**src/rtl/block_geometry_pkg.sv**
```systemverilog
// Block-field geometry, address type, level patterns and arbiter states shared by the BlockState port-A logic.
package block_geometry_pkg;

    localparam int unsigned BLOCK_COLS = 12;
    localparam int unsigned BLOCK_ROWS = 6;
    localparam int unsigned DUMMY_ADDR = BLOCK_COLS * BLOCK_ROWS;
    localparam int unsigned ADDR_W     = 7;
    localparam int unsigned ROW_W      = 3;
    localparam int unsigned COL_W      = 4;

    typedef logic [ADDR_W-1:0] block_addr_t;

    localparam block_addr_t          DUMMY_BA = block_addr_t'(DUMMY_ADDR);
    localparam block_addr_t          LAST_BA  = block_addr_t'(DUMMY_ADDR - 1);
    localparam logic [ROW_W-1:0]     ROW_LAST = ROW_W'(BLOCK_ROWS - 1);
    localparam logic [COL_W-1:0]     COL_LAST = COL_W'(BLOCK_COLS - 1);

    typedef enum logic [1:0] {
        LVL_FULL    = 2'd0,
        LVL_CHECKER = 2'd1,
        LVL_ROWS    = 2'd2,
        LVL_RING    = 2'd3
    } level_sel_e;

    typedef enum logic [1:0] {
        ST_IDLE = 2'd0,
        ST_FILL = 2'd1,
        ST_SCAN = 2'd2
    } arb_state_e;

    // One port-A command: address, write enable, write data.
    typedef struct packed {
        block_addr_t addr;
        logic        we;
        logic        wdata;
    } mem_cmd_t;

endpackage

```
**src/rtl/block_state_arbiter_if.sv**
```systemverilog
// Physics-side and BlockState port-A signals of the block state arbiter.
interface block_state_arbiter_if;
    import block_geometry_pkg::*;

    logic        PHYS_REQ;
    block_addr_t PHYS_ADDR;
    logic        PHYS_WE;
    logic        PHYS_WDATA;
    logic        PHYS_RDATA;
    logic        PHYS_GNT;
    block_addr_t MEM_ADDR;
    logic        MEM_WE;
    logic        MEM_WDATA;
    logic        MEM_RDATA;

    modport slave (
        input  PHYS_REQ, PHYS_ADDR, PHYS_WE, PHYS_WDATA, MEM_RDATA,
        output PHYS_RDATA, PHYS_GNT, MEM_ADDR, MEM_WE, MEM_WDATA
    );

    modport master (
        output PHYS_REQ, PHYS_ADDR, PHYS_WE, PHYS_WDATA, MEM_RDATA,
        input  PHYS_RDATA, PHYS_GNT, MEM_ADDR, MEM_WE, MEM_WDATA
    );

endinterface

```
**src/rtl/block_state_arbiter_level_pattern.sv**
```systemverilog
// level_pattern: combinational alive bit for a (level, row, col) block position.
module level_pattern
    import block_geometry_pkg::*;
(
    input  level_sel_e       level_sel,
    input  logic [ROW_W-1:0] row,
    input  logic [COL_W-1:0] col,
    output logic             alive
);

    always_comb begin
        alive = 1'b0;
        case (level_sel)
            LVL_FULL:    alive = 1'b1;
            LVL_CHECKER: alive = ~(row[0] ^ col[0]);
            LVL_ROWS:    alive = ~row[0];
            LVL_RING:    alive = (row == '0) || (row == ROW_LAST) ||
                                 (col == '0) || (col == COL_LAST);
        endcase
    end

endmodule

```
**src/rtl/block_state_arbiter.sv**
```systemverilog
// Shares BlockState port A between physics, the level-fill sequencer and the alive-block scanner.
// Define BLOCK_ARB_ADDR_GUARD_EN to drop physics writes at/above the dummy address and expose GUARD_HIT.
module block_state_arbiter
    import block_geometry_pkg::*;
(
    input  logic                  CLK,
    input  logic                  RESET_N,
    block_state_arbiter_if.slave  bus,
    input  logic                  LOAD_LEVEL,
    input  logic [1:0]            LEVEL_SEL,
    output logic [ADDR_W-1:0]     ALIVE_COUNT,
    output logic                  LEVEL_CLEARED,
    output logic                  BUSY
`ifdef BLOCK_ARB_ADDR_GUARD_EN
    ,
    output logic                  GUARD_HIT
`endif
);

    arb_state_e        state_q, state_d;
    level_sel_e        level_sel_q, level_sel_d;
    block_addr_t       fill_addr_q, fill_addr_d;
    block_addr_t       scan_addr_q, scan_addr_d;
    logic [ROW_W-1:0]  row_q, row_d;
    logic [COL_W-1:0]  col_q, col_d;
    logic              read_pending_q, read_pending_d;
    logic              last_pending_q, last_pending_d;
    logic              level_loaded_q, level_loaded_d;
    logic              level_cleared_q, level_cleared_d;
    logic [ADDR_W-1:0] acc_q, acc_d;
    logic [ADDR_W-1:0] alive_count_q, alive_count_d;
    logic [ADDR_W-1:0] total_c;
    logic              pattern_bit_c;
    logic              phys_pass_c;
    mem_cmd_t          phys_cmd_c;
    mem_cmd_t          cmd_c;
`ifdef BLOCK_ARB_ADDR_GUARD_EN
    logic              guard_hit_q, guard_hit_d;
    logic              guard_drop_c;
`endif

    level_pattern u_pattern (
        .level_sel (level_sel_q),
        .row       (row_q),
        .col       (col_q),
        .alive     (pattern_bit_c)
    );

    // Physics command as it would reach the RAM when physics owns the port.
    always_comb begin
        phys_cmd_c.addr  = bus.PHYS_ADDR;
        phys_cmd_c.we    = bus.PHYS_WE;
        phys_cmd_c.wdata = bus.PHYS_WDATA;
`ifdef BLOCK_ARB_ADDR_GUARD_EN
        guard_drop_c = bus.PHYS_WE && (bus.PHYS_ADDR >= DUMMY_BA);
        if (guard_drop_c) begin
            phys_cmd_c.we = 1'b0;
        end
`endif
    end

    always_comb begin
        state_d         = state_q;
        level_sel_d     = level_sel_q;
        fill_addr_d     = fill_addr_q;
        scan_addr_d     = scan_addr_q;
        row_d           = row_q;
        col_d           = col_q;
        read_pending_d  = 1'b0;
        last_pending_d  = 1'b0;
        level_loaded_d  = level_loaded_q;
        level_cleared_d = level_cleared_q;
        acc_d           = acc_q;
        alive_count_d   = alive_count_q;
        cmd_c           = '0;
        total_c         = acc_q + ADDR_W'(bus.MEM_RDATA);
        phys_pass_c     = bus.PHYS_REQ && (state_q != ST_FILL);
`ifdef BLOCK_ARB_ADDR_GUARD_EN
        guard_hit_d     = guard_hit_q;
        if (phys_pass_c && guard_drop_c) begin
            guard_hit_d = 1'b1;
        end
`endif

        case (state_q)
            ST_IDLE: begin
                if (phys_pass_c) begin
                    cmd_c = phys_cmd_c;
                end
            end
            ST_FILL: begin
                cmd_c.addr  = fill_addr_q;
                cmd_c.we    = 1'b1;
                cmd_c.wdata = (fill_addr_q == DUMMY_BA) ? 1'b0 : pattern_bit_c;
                if (fill_addr_q == DUMMY_BA) begin
                    state_d        = ST_SCAN;
                    level_loaded_d = 1'b1;
                    acc_d          = '0;
                    scan_addr_d    = '0;
                end else begin
                    fill_addr_d = fill_addr_q + 1'b1;
                    if (col_q == COL_LAST) begin
                        col_d = '0;
                        row_d = row_q + 1'b1;
                    end else begin
                        col_d = col_q + 1'b1;
                    end
                end
            end
            ST_SCAN: begin
                // Read data lands one cycle after the scanner's read, whoever owns the port now.
                if (read_pending_q) begin
                    if (last_pending_q) begin
                        alive_count_d   = total_c;
                        level_cleared_d = (total_c == '0) && level_loaded_q;
                        acc_d           = '0;
                    end else begin
                        acc_d = total_c;
                    end
                end
                if (phys_pass_c) begin
                    cmd_c = phys_cmd_c;
                end else begin
                    cmd_c.addr     = scan_addr_q;
                    read_pending_d = 1'b1;
                    last_pending_d = (scan_addr_q == LAST_BA);
                    scan_addr_d    = (scan_addr_q == LAST_BA) ? '0 : scan_addr_q + 1'b1;
                end
            end
            default: state_d = ST_IDLE;
        endcase

        // A level load wins over everything, including a fill already under way.
        if (LOAD_LEVEL) begin
            state_d         = ST_FILL;
            level_sel_d     = level_sel_e'(LEVEL_SEL);
            fill_addr_d     = '0;
            row_d           = '0;
            col_d           = '0;
            scan_addr_d     = '0;
            acc_d           = '0;
            read_pending_d  = 1'b0;
            last_pending_d  = 1'b0;
            level_cleared_d = 1'b0;
        end
    end

    always_ff @(posedge CLK) begin
        if (!RESET_N) begin
            state_q         <= ST_IDLE;
            level_sel_q     <= LVL_FULL;
            fill_addr_q     <= '0;
            scan_addr_q     <= '0;
            row_q           <= '0;
            col_q           <= '0;
            read_pending_q  <= 1'b0;
            last_pending_q  <= 1'b0;
            level_loaded_q  <= 1'b0;
            level_cleared_q <= 1'b0;
            acc_q           <= '0;
            alive_count_q   <= '0;
`ifdef BLOCK_ARB_ADDR_GUARD_EN
            guard_hit_q     <= 1'b0;
`endif
        end else begin
            state_q         <= state_d;
            level_sel_q     <= level_sel_d;
            fill_addr_q     <= fill_addr_d;
            scan_addr_q     <= scan_addr_d;
            row_q           <= row_d;
            col_q           <= col_d;
            read_pending_q  <= read_pending_d;
            last_pending_q  <= last_pending_d;
            level_loaded_q  <= level_loaded_d;
            level_cleared_q <= level_cleared_d;
            acc_q           <= acc_d;
            alive_count_q   <= alive_count_d;
`ifdef BLOCK_ARB_ADDR_GUARD_EN
            guard_hit_q     <= guard_hit_d;
`endif
        end
    end

    assign bus.MEM_ADDR   = cmd_c.addr;
    assign bus.MEM_WE     = cmd_c.we;
    assign bus.MEM_WDATA  = cmd_c.wdata;
    assign bus.PHYS_RDATA = bus.MEM_RDATA;
    assign bus.PHYS_GNT   = (state_q != ST_FILL);
    assign BUSY           = (state_q == ST_FILL);
    assign ALIVE_COUNT    = alive_count_q;
    assign LEVEL_CLEARED  = level_cleared_q && !LOAD_LEVEL;
`ifdef BLOCK_ARB_ADDR_GUARD_EN
    assign GUARD_HIT      = guard_hit_q;
`endif

endmodule

```
**src/flat_wrapper.sv**
```systemverilog
// flat-port wrapper written by rule: the top's interface ports become plain ports
module block_state_arbiter_flat import block_geometry_pkg::*;
  (CLK, RESET_N, LOAD_LEVEL, LEVEL_SEL, ALIVE_COUNT, LEVEL_CLEARED, BUSY, bus_PHYS_REQ, bus_PHYS_ADDR, bus_PHYS_WE, bus_PHYS_WDATA, bus_MEM_RDATA, bus_PHYS_RDATA, bus_PHYS_GNT, bus_MEM_ADDR, bus_MEM_WE, bus_MEM_WDATA);
  block_state_arbiter_if bus_i ();
  input  logic CLK;
  input  logic RESET_N;
  input  logic LOAD_LEVEL;
  input  logic [1:0] LEVEL_SEL;
  output logic [ADDR_W-1:0] ALIVE_COUNT;
  output logic LEVEL_CLEARED;
  output logic BUSY;
  input wire logic [$bits(bus_i.PHYS_REQ)-1:0] bus_PHYS_REQ;
  input wire logic [$bits(bus_i.PHYS_ADDR)-1:0] bus_PHYS_ADDR;
  input wire logic [$bits(bus_i.PHYS_WE)-1:0] bus_PHYS_WE;
  input wire logic [$bits(bus_i.PHYS_WDATA)-1:0] bus_PHYS_WDATA;
  input wire logic [$bits(bus_i.MEM_RDATA)-1:0] bus_MEM_RDATA;
  output wire logic [$bits(bus_i.PHYS_RDATA)-1:0] bus_PHYS_RDATA;
  output wire logic [$bits(bus_i.PHYS_GNT)-1:0] bus_PHYS_GNT;
  output wire logic [$bits(bus_i.MEM_ADDR)-1:0] bus_MEM_ADDR;
  output wire logic [$bits(bus_i.MEM_WE)-1:0] bus_MEM_WE;
  output wire logic [$bits(bus_i.MEM_WDATA)-1:0] bus_MEM_WDATA;
  assign bus_i.PHYS_REQ = bus_PHYS_REQ;
  assign bus_i.PHYS_ADDR = bus_PHYS_ADDR;
  assign bus_i.PHYS_WE = bus_PHYS_WE;
  assign bus_i.PHYS_WDATA = bus_PHYS_WDATA;
  assign bus_i.MEM_RDATA = bus_MEM_RDATA;
  assign bus_PHYS_RDATA = bus_i.PHYS_RDATA;
  assign bus_PHYS_GNT = bus_i.PHYS_GNT;
  assign bus_MEM_ADDR = bus_i.MEM_ADDR;
  assign bus_MEM_WE = bus_i.MEM_WE;
  assign bus_MEM_WDATA = bus_i.MEM_WDATA;
  block_state_arbiter u_core (.CLK(CLK), .RESET_N(RESET_N), .bus(bus_i), .LOAD_LEVEL(LOAD_LEVEL), .LEVEL_SEL(LEVEL_SEL), .ALIVE_COUNT(ALIVE_COUNT), .LEVEL_CLEARED(LEVEL_CLEARED), .BUSY(BUSY));
endmodule
```
**config.mk**
```make
export PLATFORM = sky130hd
export DESIGN_NAME = block_state_arbiter_flat
export DESIGN_NICKNAME = d
export VERILOG_FILES = /design/src/rtl/block_geometry_pkg.sv /design/src/rtl/block_state_arbiter_if.sv /design/src/rtl/block_state_arbiter_level_pattern.sv /design/src/rtl/block_state_arbiter.sv /design/src/flat_wrapper.sv
export SDC_FILE = /design/constraint.sdc
export NUM_CORES = 1
export LEC_CHECK = 0
export CORE_MARGIN = 10
export CORE_UTILIZATION = 58
export CTS_BUF_LIST = sky130_fd_sc_hd__clkbuf_4 sky130_fd_sc_hd__clkbuf_8 sky130_fd_sc_hd__clkbuf_16
export DETAILED_ROUTE_END_ITERATION = 7
export PLACE_DENSITY = 0.93
export SLEW_MARGIN = 25
export SYNTH_ARGS = -nofsm -noshare
export SYNTH_HDL_FRONTEND = slang
export SYNTH_HIERARCHICAL = 1
export SYNTH_SLANG_ARGS = --single-unit
export TNS_END_PERCENT = 1
```
**constraint.sdc**
```tcl
create_clock -name CLK -period 5 [get_ports CLK]
set_clock_uncertainty 0.15 [all_clocks]
set_input_delay 0.5 -clock CLK [delete_from_list [all_inputs] [get_ports CLK]]
set_output_delay 0.5 -clock CLK [all_outputs]
set_load 0.02 [all_outputs]
```
==> summary.md <==
| Metric | Value |
|---|---|
| Status | finished clean |
| Register area | 861 um2 |
| Crit end category | output port |
| Grt total ovfl | 0 |
| Gr usage total | ~15% |
| Hold_buf cts | 0 |
| Most common cell in the netlist | dfxtp_1 |
| H-tree Lvls | 2 |
| Worst slew pin tran | 0.609 ns |
| Ant diodes | 0 |
| Wirelength per Cell | 15.3 um |
| Worst r2r src | u_core/state_q[0] |
| Nets | about 330 |
| Clk root buf | clkbuf_8 |
| Combinational power share | a little over a tenth |
| Worst EP required | 4.35 ns |
| Largest net degree at the start of global routing | 27 |
| Clk pin slew, worst setup/hold paths | roughly 0.08 ns |
| Max Slew Vio Count | 0 |
| DRC | 0 |
| VDD IR-drop max | 0.000157 V |
| Clock Latency Late Sink | around 0.31 ns |
| Switching share of power | 26.3% |
| Worst Setup Path Type | in2out |
| Setup tns final | 0 ns |
| PwrDens | ~230 mW/mm2 |
| Die width | about 84 um |
| Resized Gates After CTS | 0 |
| Die height | between 80 and 90 um |
| Syn_nets | approximately 300 |
| Port bufs | 35 |
| Worst Path Max Fanout | 12 |
| Cts bufs inserted | 5 |
| Post-synthesis sequential area ratio | between 30% and 40% |
| RSZ-0062 raised after global routing | false |
| Site row count | 23 |
| Clk buf depth | 2 |
| Crit path capture | bus_MEM_ADDR[6] |
| Worst setup SP type | primary input |
| Setup bufs post-CTS | 0 |
| Ys async rst share | 0% |
| Top_reg_cell synth | dfxtp_1 |
| Post-Route WL | approximately 5.4 mm |
| # fillers | about 310 |
| Sequential share of power | 53.5% |
| Pleak | around 0.93 nW |
| Worst Reg-to-Reg Cells | 6 |
| Placer Congestion | between 0.8 and 0.9 |
| Pre-CTS setup slack | between 1.5 and 2 ns |
| Final HPWL DP | 3.88 mm |
| Warnings from Yosys | 6 |
| Fin worst setup slack | ~1.7 ns |
| Antenna violations before repair | 0 |
| Core area | ~0.0040 mm2 |
| Max-cap violations | 0 |
| Yosys top cell by area | dfxtp_1 |
| Post-route ant nets | 0 |
| Max-slew headroom | roughly three fifths |
| Num Clock Sinks | between 40 and 50 |
| Minimum clock period | between 3 and 4 ns |
| I/O Pins | 36 |
| Post-synthesis cell type count | 56 |
| Die area | between 0.007 and 0.008 mm2 |
| Gate Count Post-Synth | roughly 280 |
| Drt pass-1 iters | 4 |
| Multi-input gate area | ~0.0014 mm2 |
| Post-synth EDFFs | 0 |
| Share of the synthesized area in the top cell type | between 30% and 40% |
| Area Overhead vs Synth | 18.2% |
| Number of global-route vias before repair | between 2000 and 2500 |
| Top cells by area, synth | dfxtp_1, nor2_1, mux2i_1 |
| CP arrival | 2.68 ns |
| CTS tree | built |
| Final hold vios | 0 |
| Vias/cell | between 5 and 6 |
| First-pass GRT wire length | 9.23 mm |
| Clock power frac | 35.6% |
| Via Count | around 2100 |
| Seq cells post-synth | 43 |
| Share of cells above drive strength 1 | around 6.6% |
| Reg-to-reg endpoint | u_core/col_q[1] |
| Syn Area/Cell | about 8.5 um2 |
| Final period util | between 60% and 70% |
| P_int | 0.478 mW |
| Max Clock Freq | ~0.3 GHz |
| Post-synth top cells | dfxtp_1, nor2_1, nand2_1 |
| Psw | roughly 0.17 mW |
| Mapped Area | between 0.002 and 0.0025 mm2 |
| 1st-iter DRT viols | 143 |
| Final setup fails | 0 |
| Initial core utilization | about 59% |
| Worst Hold Class | reg2reg |
| Worst Setup SP | bus_PHYS_REQ |
| R2R setup slack | between 3 and 4 ns |
-- power by group through the flow --
stage                     Sequential [mW]  Combinational, mW  Clock (mW)
after floorplan                     0.355             0.0414           0
after global placement              0.355             0.0694           0
after detailed placement            0.355             0.0705           0
after CTS                           0.347             0.0712       0.234
after global routing                0.348             0.0769       0.248
final                               0.347             0.0711       0.231
-- how the worst min path moves through the flow --
stage | cells past startpoint | endpoint | slack, ns | start
after detailed placement | 2 | u_core/acc_q[0] | 0.31 | u_core/acc_q[0]
final | 2 | u_core/acc_q[0] | 0.31 | u_core/acc_q[0]
after global routing | 2 | u_core/acc_q[0] | 0.35 | u_core/acc_q[0]
after floorplan | 2 | u_core/level_loaded_q | 0.28 | u_core/level_loaded_q
after global placement | 2 | u_core/acc_q[0] | 0.30 | u_core/acc_q[0]
after CTS | 2 | u_core/acc_q[0] | 0.32 | u_core/acc_q[0]
-- layer usage --
| layer | GRT usage [%] | share of wire (%) | vias to the layer above |
|---|---|---|---|
| met5 | 0 | 0 | - |
| met4 | 5.48 | 1.7 | 0 |
| met3 | 4.10 | 5.2 | 13 |
| met2 | 26.1 | 49 | 55 |
| met1 | 17.9 | 44 | 977 |
| li1 | - | - | 1038 |
-- kinds of logic after synthesis --
group	after synthesis	share of synthesized area [%]
fa+ha+maj	7	3.72
flops	43	36.5
mux	10	4.25
compound gates	65	18.4
buf+inv	22	4.99
simple gates	115	26.9
xor+xnor	14	5.20
-- layout make-up --
type / instances / share of cell area (%)
clock buffer: 5 / 2.47
tap: 50 / 2.25
timing repair buffer: 36 / 12.8
sequential: 43 / 30.9
multi-input combinational: 211 / 49.6
clock inverter: 3 / 0.853
inverter: 7 / 1.12
-- critical path, cell delays in order --
cell and delay [ns]:
clkdlybuf4s50_1 0.61, nor2b_1 0.58, a22oi_1 0.15, o21ai_0 0.20, clkdlybuf4s50_1 0.63
-- sequential cells by signal, summed over array words and instances (netlist names) --
name / cells
u_core/ALIVE_COUNT: 7
u_core/acc_q: 7
u_core/fill_addr_q: 7
u_core/scan_addr_q: 7
u_core/col_q: 4
u_core/row_q: 3
u_core/level_sel_q: 2
u_core/state_q: 2
u_core/last_pending_q: 1
u_core/level_cleared_q: 1
u_core/level_loaded_q: 1
u_core/read_pending_q: 1
-- placed cells by master, fill, tap and decap left out, types with 3 or more instances in the layout --
master	netlist	layout
nand3_1	10	10
nor2_1	34	34
dfxtp_1	43	43
a211oi_1	6	6
nor2b_1	5	5
a21oi_1	14	14
o21a_1	5	5
o22ai_1	4	4
a22oi_1	7	7
nand2_1	24	24
clkdlybuf4s50_1	0	35
nor3_1	4	4
or3_1	3	3
nand3b_1	5	5
xnor2_1	9	9
xor2_1	5	5
nand2b_1	6	5
inv_1	6	6
mux2i_1	10	10
ha_1	7	7
clkbuf_8	0	5
and2_1	3	3
o21ai_0	13	13
nand4bb_1	3	3
-- through the flow --
| stage | utilization (%) | power [mW] | instance area [um2] | std cells | hold WS (ns) |
|---|---|---|---|---|---|
| 2_1_floorplan | - | 0.396 | 2360 | 276 | 0.279 |
| 3_3_place_gp | 67.8 | 0.425 | 2690 | 347 | 0.296 |
| 3_5_place_dp | 67.8 | 0.426 | 2690 | 347 | 0.307 |
| 4_1_cts | 70.1 | 0.652 | 2780 | 355 | 0.318 |
| 5_1_grt | 70.2 | 0.672 | 2790 | 355 | 0.353 |
| 6_report | 70.2 | 0.649 | 2790 | 355 | 0.311 |
No activity file was read; power rests on OpenSTA's default activity.
